File: config.mk
export PLATFORM = sky130hd
export DESIGN_NAME = multicycle_control
export DESIGN_NICKNAME = d
export VERILOG_FILES = /design/src/rtl/riscv_ctrl_pkg.sv /design/src/rtl/mem_wait_timer.sv /design/src/rtl/multicycle_control.sv
export SDC_FILE = /design/constraint.sdc
export NUM_CORES = 1
export LEC_CHECK = 0
export ABC_AREA = 1
export BUFFER_PORTS_ARGS = -buffer_cell sky130_fd_sc_hd__buf_2
export CAP_MARGIN = 30
export CORE_UTILIZATION = 38
export CTS_CLUSTER_DIAMETER = 200
export DETAILED_ROUTE_END_ITERATION = 12
export PLACE_DENSITY = 0.82
export SLEW_MARGIN = 20
export SYNTH_ARGS = -nofsm -noshare
export SYNTH_HDL_FRONTEND = slang
export SYNTH_SLANG_ARGS = --single-unit
File: constraint.sdc
create_clock -name clk -period 1.6 [get_ports clk]
set_input_delay 0.4 -clock clk [delete_from_list [all_inputs] [get_ports clk]]
set_output_delay 0.4 -clock clk [all_outputs]
set_load 0.02 [all_outputs]
File: src/rtl/riscv_ctrl_pkg.sv
// -----------------------------------------------------------------------------
// riscv_ctrl_pkg
// Shared definitions for the RV64 multicycle control unit: FSM state encoding,
// the opcode/funct values the controller recognises, datapath mux encodings,
// fault codes and a small R-type funct decoder.
// -----------------------------------------------------------------------------
package riscv_ctrl_pkg;

  typedef enum logic [3:0] {
    S_IDLE,
    S_FETCH,
    S_DECODE,
    S_MEMADDR,
    S_MEM_RD,
    S_MEM_WR,
    S_WB_MEM,
    S_EXEC_R,
    S_WB_ALU,
    S_BRANCH,
    S_HALT
  } state_t;

  // Major opcodes (ir[6:0])
  localparam logic [6:0] OP_LOAD   = 7'b0000011;
  localparam logic [6:0] OP_STORE  = 7'b0100011;
  localparam logic [6:0] OP_BRANCH = 7'b1100011;
  localparam logic [6:0] OP_RTYPE  = 7'b0110011;

  // R-type function fields
  localparam logic [2:0] F3_ADD_SUB = 3'b000;
  localparam logic [2:0] F3_AND     = 3'b111;
  localparam logic [2:0] F3_OR      = 3'b110;
  localparam logic [6:0] F7_BASE    = 7'b0000000;
  localparam logic [6:0] F7_SUB     = 7'b0100000;

  typedef enum logic [1:0] {
    ALU_ADD = 2'd0,
    ALU_SUB = 2'd1,
    ALU_AND = 2'd2,
    ALU_OR  = 2'd3
  } alu_op_t;

  typedef enum logic [1:0] {
    SRC_A_PC     = 2'd0,
    SRC_A_OLD_PC = 2'd1,
    SRC_A_RS1    = 2'd2
  } alu_src_a_t;

  typedef enum logic [1:0] {
    SRC_B_RS2  = 2'd0,
    SRC_B_IMM  = 2'd1,
    SRC_B_FOUR = 2'd2
  } alu_src_b_t;

  typedef enum logic [1:0] {
    FAULT_NONE    = 2'd0,
    FAULT_ILLEGAL = 2'd1,
    FAULT_TIMEOUT = 2'd2
  } fault_t;

  typedef struct packed {
    logic    legal;
    alu_op_t op;
  } rtype_dec_t;

  // Maps funct3/funct7 of an R-type instruction to an ALU operation.
  // Anything outside ADD/SUB/AND/OR is flagged illegal.
  function automatic rtype_dec_t decode_rtype(input logic [2:0] funct3,
                                              input logic [6:0] funct7);
    rtype_dec_t d;
    d.legal = 1'b1;
    d.op    = ALU_ADD;
    case ({funct7, funct3})
      {F7_BASE, F3_ADD_SUB}: d.op = ALU_ADD;
      {F7_SUB,  F3_ADD_SUB}: d.op = ALU_SUB;
      {F7_BASE, F3_AND}:     d.op = ALU_AND;
      {F7_BASE, F3_OR}:      d.op = ALU_OR;
      default:               d.legal = 1'b0;
    endcase
    return d;
  endfunction

endpackage

File: src/rtl/mem_wait_timer.sv
// -----------------------------------------------------------------------------
// mem_wait_timer
// Counts consecutive cycles a memory request is outstanding without mem_ready
// and flags the cycle in which that count reaches TIMEOUT_CYCLES.
//
// Parameters
//   TIMEOUT_CYCLES  wait cycles allowed per access; 0 disables the timeout
// Ports
//   clk      in   rising-edge clock
//   reset    in   asynchronous, active-high
//   active   in   controller is in a state that issues mem_req
//   ready    in   memory completes the access this cycle
//   timeout  out  this is the TIMEOUT_CYCLES-th wait cycle of the access
// -----------------------------------------------------------------------------
module mem_wait_timer #(
  parameter int unsigned TIMEOUT_CYCLES = 255
) (
  input  logic clk,
  input  logic reset,
  input  logic active,
  input  logic ready,
  output logic timeout
);

  // Counter holds the number of earlier wait cycles, so it only has to reach
  // TIMEOUT_CYCLES-1.
  localparam int unsigned CW     = (TIMEOUT_CYCLES < 2) ? 1 : $clog2(TIMEOUT_CYCLES);
  localparam logic [CW-1:0] LAST = CW'(TIMEOUT_CYCLES - 1);
  localparam bit ENABLE          = (TIMEOUT_CYCLES != 0);

  logic [CW-1:0] cnt;
  logic          waiting;

  assign waiting = active & ~ready;

  // A wait state is only left through ready (clears here) or a timeout into
  // HALT (inactive, clears next cycle), so "not waiting" covers every state
  // change as well.
  // NOTE: sequential state is updated with non-blocking assignments only, so
  // every flop samples pre-edge values regardless of process ordering.
  always_ff @(posedge clk or posedge reset) begin
    if (reset)        cnt <= '0;
    else if (waiting) cnt <= cnt + CW'(1);
    else              cnt <= '0;
  end

  // ready in the limit cycle keeps waiting low, so completion wins.
  assign timeout = ENABLE && waiting && (cnt == LAST);

endmodule

File: src/rtl/multicycle_control.sv
// -----------------------------------------------------------------------------
// multicycle_control
// Control FSM for the multicycle RV64 datapath. Sequences fetch, decode,
// execute, memory and write-back for LD, SD, BEQ and R-type ADD/SUB/AND/OR,
// using a req/ready handshake on the shared memory port with a wait timeout.
//
// Build option: define RISCV_CTRL_PERF_EN to build the cycle_cnt/instret
// performance counters; otherwise both ports are tied to zero.
//
// Parameters
//   TIMEOUT_CYCLES  max wait cycles for mem_ready per access (0 = no timeout)
//   CNT_W           performance counter width
// Ports
//   clk, reset                 clock, asynchronous active-high reset
//   ir                         instruction register contents
//   zero                       ALU zero flag (branch compare)
//   mem_ready                  memory completes the access this cycle
//   mem_req, mem_we, addr_src  memory request, write, address select
//   ir_we, pc_we, reg_we,
//   old_pc_we                  datapath write enables
//   pc_src                     0 ALU result, 1 ALU result register
//   alu_src_a                  0 PC, 1 old PC, 2 rs1
//   alu_src_b                  0 rs2, 1 immediate, 2 constant 4
//   alu_op                     0 ADD, 1 SUB, 2 AND, 3 OR
//   wb_src                     0 ALU, 1 memory data
//   halted, fault              HALT indication and its cause
//   cycle_cnt, instret         performance counters
// -----------------------------------------------------------------------------
module multicycle_control
  import riscv_ctrl_pkg::*;
#(
  parameter int unsigned TIMEOUT_CYCLES = 255,
  parameter int unsigned CNT_W          = 64
) (
  input  logic             clk,
  input  logic             reset,
  input  logic [31:0]      ir,
  input  logic             zero,
  input  logic             mem_ready,
  output logic             mem_req,
  output logic             mem_we,
  output logic             addr_src,
  output logic             ir_we,
  output logic             pc_we,
  output logic             reg_we,
  output logic             old_pc_we,
  output logic             pc_src,
  output logic [1:0]       alu_src_a,
  output logic [1:0]       alu_src_b,
  output logic [1:0]       alu_op,
  output logic             wb_src,
  output logic             halted,
  output logic [1:0]       fault,
  output logic [CNT_W-1:0] cycle_cnt,
  output logic [CNT_W-1:0] instret
);

  state_t     state_q, state_d;
  fault_t     fault_q, fault_d;
  alu_src_a_t a_sel;
  alu_src_b_t b_sel;
  alu_op_t    op_sel;
  rtype_dec_t rdec;
  logic       mem_active;
  logic       mem_timeout;

  // Register index and immediate bits belong to the datapath only.
  logic unused_ir;
  assign unused_ir = ^{ir[24:15], ir[11:7]};

  assign rdec = decode_rtype(ir[14:12], ir[31:25]);

  // Derived from the state register alone so the timeout path does not loop
  // back through the output logic.
  assign mem_active = (state_q == S_FETCH) || (state_q == S_MEM_RD) ||
                      (state_q == S_MEM_WR);

  mem_wait_timer #(
    .TIMEOUT_CYCLES(TIMEOUT_CYCLES)
  ) u_timer (
    .clk    (clk),
    .reset  (reset),
    .active (mem_active),
    .ready  (mem_ready),
    .timeout(mem_timeout)
  );

  always_ff @(posedge clk or posedge reset) begin
    if (reset) begin
      state_q <= S_IDLE;
      fault_q <= FAULT_NONE;
    end else begin
      state_q <= state_d;
      fault_q <= fault_d;
    end
  end

  // NOTE: every signal written here gets a default first, so no path through
  // the case statement can leave one unassigned and infer a latch.
  always_comb begin
    state_d   = state_q;
    fault_d   = fault_q;
    mem_req   = 1'b0;
    mem_we    = 1'b0;
    addr_src  = 1'b0;
    ir_we     = 1'b0;
    pc_we     = 1'b0;
    reg_we    = 1'b0;
    old_pc_we = 1'b0;
    pc_src    = 1'b0;
    wb_src    = 1'b0;
    a_sel     = SRC_A_PC;
    b_sel     = SRC_B_RS2;
    op_sel    = ALU_ADD;

    case (state_q)
      S_IDLE: state_d = S_FETCH;

      // PC+4 is computed while the instruction is read; PC, old PC and IR
      // all update together in the cycle the memory delivers.
      S_FETCH: begin
        mem_req = 1'b1;
        a_sel   = SRC_A_PC;
        b_sel   = SRC_B_FOUR;
        if (mem_ready) begin
          ir_we     = 1'b1;
          old_pc_we = 1'b1;
          pc_we     = 1'b1;
          state_d   = S_DECODE;
        end else if (mem_timeout) begin
          state_d = S_HALT;
          fault_d = FAULT_TIMEOUT;
        end
      end

      // Branch target (old PC + imm) lands in the ALU result register here.
      S_DECODE: begin
        a_sel = SRC_A_OLD_PC;
        b_sel = SRC_B_IMM;
        case (ir[6:0])
          OP_LOAD, OP_STORE: state_d = S_MEMADDR;
          OP_BRANCH:         state_d = S_BRANCH;
          OP_RTYPE:          state_d = S_EXEC_R;
          default: begin
            state_d = S_HALT;
            fault_d = FAULT_ILLEGAL;
          end
        endcase
      end

      // ir[5] separates SD (0100011) from LD (0000011).
      S_MEMADDR: begin
        a_sel   = SRC_A_RS1;
        b_sel   = SRC_B_IMM;
        state_d = ir[5] ? S_MEM_WR : S_MEM_RD;
      end

      S_MEM_RD: begin
        mem_req  = 1'b1;
        addr_src = 1'b1;
        if (mem_ready) begin
          state_d = S_WB_MEM;
        end else if (mem_timeout) begin
          state_d = S_HALT;
          fault_d = FAULT_TIMEOUT;
        end
      end

      S_WB_MEM: begin
        reg_we  = 1'b1;
        wb_src  = 1'b1;
        state_d = S_FETCH;
      end

      S_MEM_WR: begin
        mem_req  = 1'b1;
        mem_we   = 1'b1;
        addr_src = 1'b1;
        if (mem_ready) begin
          state_d = S_FETCH;
        end else if (mem_timeout) begin
          state_d = S_HALT;
          fault_d = FAULT_TIMEOUT;
        end
      end

      S_EXEC_R: begin
        a_sel = SRC_A_RS1;
        b_sel = SRC_B_RS2;
        if (rdec.legal) begin
          op_sel  = rdec.op;
          state_d = S_WB_ALU;
        end else begin
          state_d = S_HALT;
          fault_d = FAULT_ILLEGAL;
        end
      end

      S_WB_ALU: begin
        reg_we  = 1'b1;
        state_d = S_FETCH;
      end

      // rs1 - rs2 sets zero; on equality the stored target is loaded.
      S_BRANCH: begin
        a_sel   = SRC_A_RS1;
        b_sel   = SRC_B_RS2;
        op_sel  = ALU_SUB;
        pc_src  = 1'b1;
        pc_we   = zero;
        state_d = S_FETCH;
      end

      S_HALT: state_d = S_HALT;

      default: state_d = S_IDLE;
    endcase
  end

  assign alu_src_a = a_sel;
  assign alu_src_b = b_sel;
  assign alu_op    = op_sel;
  assign halted    = (state_q == S_HALT);
  assign fault     = fault_q;

`ifdef RISCV_CTRL_PERF_EN
  logic [CNT_W-1:0] cycle_q, instret_q;
  logic             running, retire;

  assign running = (state_q != S_IDLE) && (state_q != S_HALT);
  // Retirement is the hop back to FETCH from a final state of an instruction.
  assign retire  = (state_d == S_FETCH) &&
                   ((state_q == S_WB_MEM) || (state_q == S_MEM_WR) ||
                    (state_q == S_WB_ALU) || (state_q == S_BRANCH));

  always_ff @(posedge clk or posedge reset) begin
    if (reset) begin
      cycle_q   <= '0;
      instret_q <= '0;
    end else begin
      if (running) cycle_q   <= cycle_q + CNT_W'(1);
      if (retire)  instret_q <= instret_q + CNT_W'(1);
    end
  end

  assign cycle_cnt = cycle_q;
  assign instret   = instret_q;
`else
  assign cycle_cnt = '0;
  assign instret   = '0;
`endif

endmodule
* Yosys cells after proc, flatten, opt, wreduce, memory -nomap -nowiden
Cells that the tools add are included.
** Operators by class
- $add $sub $neg :: 1
- Eq/ne operators :: 22
- Muxes and demuxes :: 29
- Bitwise logic cells :: 2
- Reductions and logical operators :: 16
** Operators with widths (count)
- $pmux W4 S8 :: 1
- $eq A10 B3 Y1 const B :: 2
- $eq A4 B3 Y1 const B :: 4
- $mux W4 :: 4
- $eq A7 B6 Y1 const B :: 2
- $eq A4 B4 Y1 const B :: 3
- $mux W2 :: 6
- $pmux W2 S2 :: 3
- $pmux W2 S3 :: 2
- $pmux W4 S3 :: 1
- $reduce_or A4 Y1 :: 3
- $eq A10 B9 Y1 const B :: 1
- $logic_not A10 Y1 :: 1
- $mux W1 :: 10
- $add A8 B1 Y8 const B :: 1
- $eq A4 B2 Y1 const B :: 2
- $eq A8 B8 Y1 const B :: 1
- $mux W8 :: 1
- $reduce_or A2 Y1 :: 4
- $eq A7 B2 Y1 const B :: 1
- $eq A7 B7 Y1 const B :: 1
- $ne A2 B2 Y1 const B :: 3
- $reduce_or A3 Y1 :: 2
- $reduce_and A5 Y1 :: 1
- 9 further kinds :: 10
** Storage, ports and cells
- Register bits :: 14
- Bits of input ports :: 36
- Output and inout port bits :: 146
- Logic and storage cells :: 73

* Logic depth before layout (Yosys ltp)
Gate-level depths: netlist (run 1).
- Depth in word-level cells :: 8
- Depth in mapped cells :: 10
- Gate-level depth less buffers :: 10

* Modules after synthesis
A second synthesis (run 1) with hierarchy kept.
** Second synthesis, totals
- Cell total of the unflattened synthesis :: 294
- Area, all modules :: 2030.7 µm²
** Modules (own cells, without submodules)
- multicycle_control :: instances 1, cells each 243, area an instance 1620.3 µm², sequential area each 150.1 µm²
- mem_wait_timer :: instances 1, cells each 51, area an instance 410.4 µm², sequential area each 200.2 µm²

* Least setup slack after synthesis (run 1)
Ideal clock, no wire load.
- Path type :: input to output
- Start point :: input ir[25]
- End point :: output alu_op[0]
- Arrival :: 1297 ps
- Required time :: 1200 ps
- Slack :: -97 ps
- Stages on the path :: 4
- Path buffers :: 0
- Cells stage by stage :: or2_2 > nor2_1 > nand3_1 > o221ai_1
** Between the ends
- Longest elaborated chain between the ends :: 5
- Elaborated cells between the ends (all ways) :: 9
- Classes of those cells :: eq/ne (3); mux (4); reduce/logical (2)
** Ends and longest elaborated chain
- start: declaration :: RTL line multicycle_control.sv:37 : input logic [31:0] ir,
- $eq A10 B3 Y1, or another cell as far along :: RTL line riscv_ctrl_pkg.sv:73 : case ({funct7, funct3})
- $reduce_or A4 Y1 (no line)
- $mux W1 :: RTL line riscv_ctrl_pkg.sv:73
- $mux W2 * :: RTL line multicycle_control.sv:190 : if (rdec.legal) begin
- $pmux W2 S2 * :: RTL line multicycle_control.sv:116 : case (state_q)
- end: declaration :: RTL line multicycle_control.sv:50 : output logic [1:0] alu_op,
Mark *: on every way between the ends. The rest lies on a longest branch, timed or not.

* Worst setup path after layout (run 1)
Same ends and word-level chain as after synthesis.

==> results of run 1 <==
timing repair:
item,4_1_cts,5_1_grt
buffers inserted,12,4
pin swaps,10,6
cloned,0,0
endpoints found under the setup margin,16,16
gates resized for setup,68,2
hold endpoints to repair,0,0
cells in the mapped netlist:
cell type and number:
o2111ai_1 1, nor2_4 1, nand3b_1 2, o21ai_1 1
nor2_2 6, xor2_1 1, clkinv_1 1, nor3b_1 2
conb_1 1, ha_1 2, buf_4 129, xnor2_1 1
o21ai_0 5, nand2_2 1, inv_2 3, nand2_1 37
nor3_1 4, and2_1 1, dfrtp_1 14, o221ai_1 1
nand4_1 3, inv_1 22, or2_2 2, nor2_1 25
a21oi_1 4, nor3_2 2, nand2_4 1, nand3_1 14
report_power, final:
group | switching [W] | total (W) | internal, W
registers | 0.000115 | 0.000560 | 0.000445
logic | 0.00157 | 0.00254 | 0.000977
clock network | 0.000118 | 0.000284 | 0.000166
flip-flops by register name (all words and copies together) (netlist names):
register	count
fault	2
state_q	4
u_timer.cnt	8
cell families (layout without fill, tap and decap cells):
logic type / Yosys count / count (layout) / synth area share (%)
simple gates: 101 / 101 / 23.75
other cells: 1 / 128 / 0.1869
compound gates: 12 / 12 / 3.366
flops: 14 / 14 / 17.46
fa+ha+maj: 2 / 2 / 1.247
xor+xnor: 2 / 2 / 0.8730
buf+inv: 155 / 94 / 53.12
cell type report:
type                       instances  area (um^2)
clock buffer                       3        41.29
tap                               70        87.58
multi-input combinational        245         1204
fill                             509         2839
sequential                        14        354.1
timing repair buffer              65        479.2
inverter                          26        102.6
layer usage:
metal / share of wire (%) / global-route usage [%]
met2: 51 / 25.13
met3: 8.5 / 2.677
met4: 2.2 / 6.289
met5: 0 / 0
met1: 38 / 14.51
how the worst max path moves through the flow:
stage                     from         to  slack [ns]  cells past startpoint
floorplan               ir[25]  alu_op[0]        0.02                      4
global placement        ir[25]  alu_op[0]       -0.19                      6
detailed placement      ir[25]  alu_op[0]       -0.20                      6
CTS                 state_q[2]  alu_op[0]       -0.21                      7
global route        state_q[2]  alu_op[0]       -0.26                      7
finish                  ir[25]  alu_op[0]       -0.19                      6
through the flow:
step	power, W	hold WS, ns
finish	0.003388	0.1881
global route	0.003600	0.2464
CTS	0.003195	0.2109
detailed placement	0.002183	0.4656
global placement	0.002175	0.4563
floorplan	0.001940	0.2892
critical path: cells and delay by family:
family / cells / cell delay [ns]
compound gates: 1 / 0.14
simple gates: 3 / 0.59
buf+inv: 2 / 0.26
==> metrics, run 1 <==
Max-Slew Margin vs Limit=63.73%; Vias=1611; Peak VDD IR=0.0006930 V; distinct cell type count after synthesis=28; Critical Path AT=1.39 ns; Leak=1.317 nW; Bufs on Longest Clock Path=2; fmax=558.5 MHz; initial antenna violation count=0; DRC Markers=0; R2R depth=8; Starting Density=39.29%; Final period util=111.9%; Die ar.=0.005576 mm^2; slew of the pin with the lowest slew margin=0.5434 ns; H-Tree Depth=1; diodes inserted=0; placed wire-length estimate=2705 um; reg2reg start=state_q[3]; Largest stage delay, worst path=0.30 ns; MaxCap Viol Count=0; largest cells by area after synthesis=buf_4 (48%), dfrtp_1 (17%), nand2_1 (6.9%), nor2_1 (4.7%), inv_1 (4.1%); pin count of the biggest net entering global routing=15; most common cell after layout, fill and taps aside=conb_1; Fin. Hold Viols=0; PortBufs=38; GPL Wtd Cong=0.8571; Synth Cell Area=0.002007 mm^2; first-pass GRT wire length=5658 um; clk_skew=0.006835 ns; DR WL/cell=9.229 um; Worst Setup Slack, final=-0.1904 ns; Routed WL=3904 um; area grow syn2layout=13.03%; CP endpoint kind=primary output; Setup Crit Path Kind=input pin to primary output; R2R Path End=state_q[0]; Iteration-0 DRC Markers=45; Non-Filler Instances=423; chip height=74.68 um; vias in the first global route=1298; commonest non-fill, non-tap cells in the layout=conb_1 (128), nand2_1 (31), buf_4 (29); post-synthesis sequential area ratio=17.46%; core area=0.005107 mm^2; TritonCTS Sinks=14; # IOs=182; syn_area_per_cell=6.993 um^2; Cell Rows=26; cts bufs inserted=3; Vias/cell=3.809; Final Max Slew Viols=0; Period minus WS final=1.790 ns; nets=393; CP max FO=2; Clock transition at path regs=0.06 ns; chip width=74.68 um; CP required=1.20 ns; cells after synthesis=287; CP cell instances=buf_2 > or2_2 > nor2_1 > nand3_2 > o221ai_2 > buf_4; outcome=finished, violations left; CTS Root Cell=clkbuf_8; Skew-Pair Late Insertion Delay=0.24 ns; # setup viols final=16; Yosys warnings=0; pre-CTS WS=-0.1996 ns; 1st-pass router iterations=4; post-synth top area cell=buf_4; gr usage total=13.46%; unrepaired setup endpoints after global routing=yes; share of layout cells above drive strength 1=31.16%; flops & latches, synth=14; Setup crit start kind=input pin; worst hold path class=input pin to asynchronous set/reset pin; Post-CTS Hold Fix Bufs=0; CTS tree=built; setup TNS=-1.967 ns; failing checks=setup timing; Post-Route Utilization=44.41%; Worst R2R Setup Slack=0.05 ns; Synth top area share=48.25%; Pwr per Cell Area=1493 mW/mm^2; Placement Cell Area=0.001892 mm^2; GRT overflow=0; CP max-delay cell=or2_2; Layout Cell Area excl Fill=0.002268 mm^2; antenna-violating nets left=0; # placed instances=405
Note: power is estimated with default switching activity, not from simulation.
==> run 2: changes to the inputs <==
Settings changed: REMOVE_ABC_BUFFERS set to 1.
==> metrics, run 2 (synthesized netlist as in run 1, its figures left out) <==
unrepaired setup endpoints after global routing=yes; Setup crit start kind=flip-flop; initial antenna violation count=0 (unchanged); DR WL/cell=8.214 um (-11%); Post-Route Utilization=40.49% (-3.9 points); pin count of the biggest net entering global routing=15 (unchanged); # setup viols final=15 (-1); Die ar.=0.005576 mm^2 (unchanged); fmax=552.1 MHz (-1.1%); max reg flops=8 (unchanged); first-pass GRT wire length=4988 um (-12%); most common cell after layout, fill and taps aside=conb_1; Starting Density=39.29% (unchanged); Vias=1518 (-5.8%); antenna-violating nets left=0 (unchanged); CP max FO=4 (+2); Pwr per Cell Area=1339 mW/mm^2 (-10%); CP required=1.20 ns (about the same); Post-CTS Hold Fix Bufs=0 (unchanged); Critical Path AT=1.41 ns (+0.02 ns); Design Power=0.002770 W (-18%); Bufs on Longest Clock Path=2 (unchanged); worst hold path class=input pin to asynchronous set/reset pin; CTS Root Cell=clkbuf_8; R2R depth=10 (+2); PortBufs=38 (unchanged); MaxCap Viol Count=0 (unchanged); Clock transition at path regs=0.06 ns (about the same); placed wire-length estimate=2745 um (+1.5%); clk_skew=0.001526 ns (-0.005309 ns); Cell Rows=26 (unchanged); chip width=74.68 um (unchanged); Routed WL=3384 um (-13%); Max-Slew Margin vs Limit=65.16% (+1.4 points); diodes inserted=0 (unchanged); Iteration-0 DRC Markers=43 (-4.4%); chip height=74.68 um (unchanged); slew of the pin with the lowest slew margin=0.5221 ns (-0.02138 ns); gr usage total=11.54% (-1.9 points); commonest non-fill, non-tap cells in the layout=conb_1 (128), nand2_1 (33), buf_2 (30); Skew-Pair Late Insertion Delay=0.25 ns (about the same); GRT overflow=0 (unchanged); Fin. Hold Viols=0 (unchanged); H-Tree Depth=1 (unchanged); Peak VDD IR=0.0005931 V (-14%); area grow syn2layout=3.055%; nets=381 (-3.1%); Leak=1.224 nW (-7.1%); Final period util=113.2% (+1.3 points); cts bufs inserted=3 (unchanged); Most flops, register=u_timer.cnt; Final Max Slew Viols=0 (unchanged); CTS tree=built; Layout fillers=529 (+3.9%); share of layout cells above drive strength 1=27.49% (-3.7 points); Period minus WS final=1.811 ns (+0.02072 ns); 1st-pass router iterations=8 (+4); vias in the first global route=1206 (-7.1%); core area=0.005107 mm^2 (unchanged); outcome=finished, violations left; Worst Setup Slack, final=-0.2111 ns (-0.02072 ns); CP endpoint kind=primary output; TritonCTS Sinks=14 (unchanged); # IOs=182 (unchanged); failing checks=DRC, setup timing; Vias/cell=3.684 (-3.3%); GPL Wtd Cong=0.8469 (-1.2%); DRC Markers=1 (+1); Setup Crit Path Kind=flip-flop to primary output
==> run 2: cell count changes in the layout (fill, tap and decap cells not counted), moves of 3 or more <==
cell / delta
nor3_2: +3
buf_2: +7
buf_4: -10
nor2_4: -6
nand2_4: -4
buf_6: -9
nor2_2: +4
==> run 2: final cells by class <==
| type | count | area, um^2 | share of cell area [%] |
|---|---|---|---|
| Tap cell | 70 | 87.58 | 4.235 |
| Timing Repair Buffer | 53 | 337.8 | 16.33 |
| Multi-Input combinational cell | 245 | 1134 | 54.81 |
| Clock buffer | 4 | 55.05 | 2.662 |
| Sequential cell | 14 | 354.1 | 17.12 |
| Inverter | 26 | 100.1 | 4.840 |
==> run 2: report_power, final <==
part           switching [W]  total, W  internal (W)
clock               0.000129  0.000347      0.000218
combinational        0.00127   0.00188      0.000605
sequential          0.000103  0.000547      0.000445
==> run 2: final timing paths <==
check                      slack, ns           start        endpoint
hold / removal                  0.18           reset      state_q[2]
max in group asynchronous       1.04           reset      state_q[1]
min in group clk                0.47  u_timer.cnt[0]  u_timer.cnt[0]
setup / recovery               -0.21      state_q[2]       alu_op[0]
setup reg to reg                0.05      state_q[1]      state_q[0]
hold reg to reg                 0.47  u_timer.cnt[0]  u_timer.cnt[0]
==> run 2: critical path, cell delays in order (launching register included) <==
cell      delay (ns)
dfrtp_1         0.42
inv_2           0.07
nor2_4          0.09
inv_2           0.06
nor2_4          0.12
nand2_2         0.07
o221ai_2        0.17
buf_4           0.16
==> run 2: layer usage <==
layer / GRT usage (%) / part of all wire [%]
met5: 0 / 0
met4: 4.403 / 0.80
met3: 1.339 / 8.0
met2: 20.92 / 50
met1: 13.95 / 41
==> run 2: per-stage QoR <==
stage          hold WS (ns)  setup TNS [ns]  cells  setup WS, ns  area (um^2)
2_1_floorplan        0.2892         -0.1913    285      -0.09667         1515
3_3_place_gp         0.4493         -0.3265    404       -0.1748         1876
3_5_place_dp         0.4685         -0.3373    404       -0.1691         1876
4_1_cts              0.2023          -1.944    412       -0.2482         2017
5_1_grt              0.2381          -2.812    412       -0.2985         2068
6_report             0.1783          -1.598    412       -0.2111         2068
==> run 2: repair_timing <==
item                                    4_1_cts  5_1_grt
buffers inserted                              4        0
pin swaps                                     1        0
hold endpoints to repair                      0        0
resized for setup                            20       17
endpoints found under the setup margin       16       18
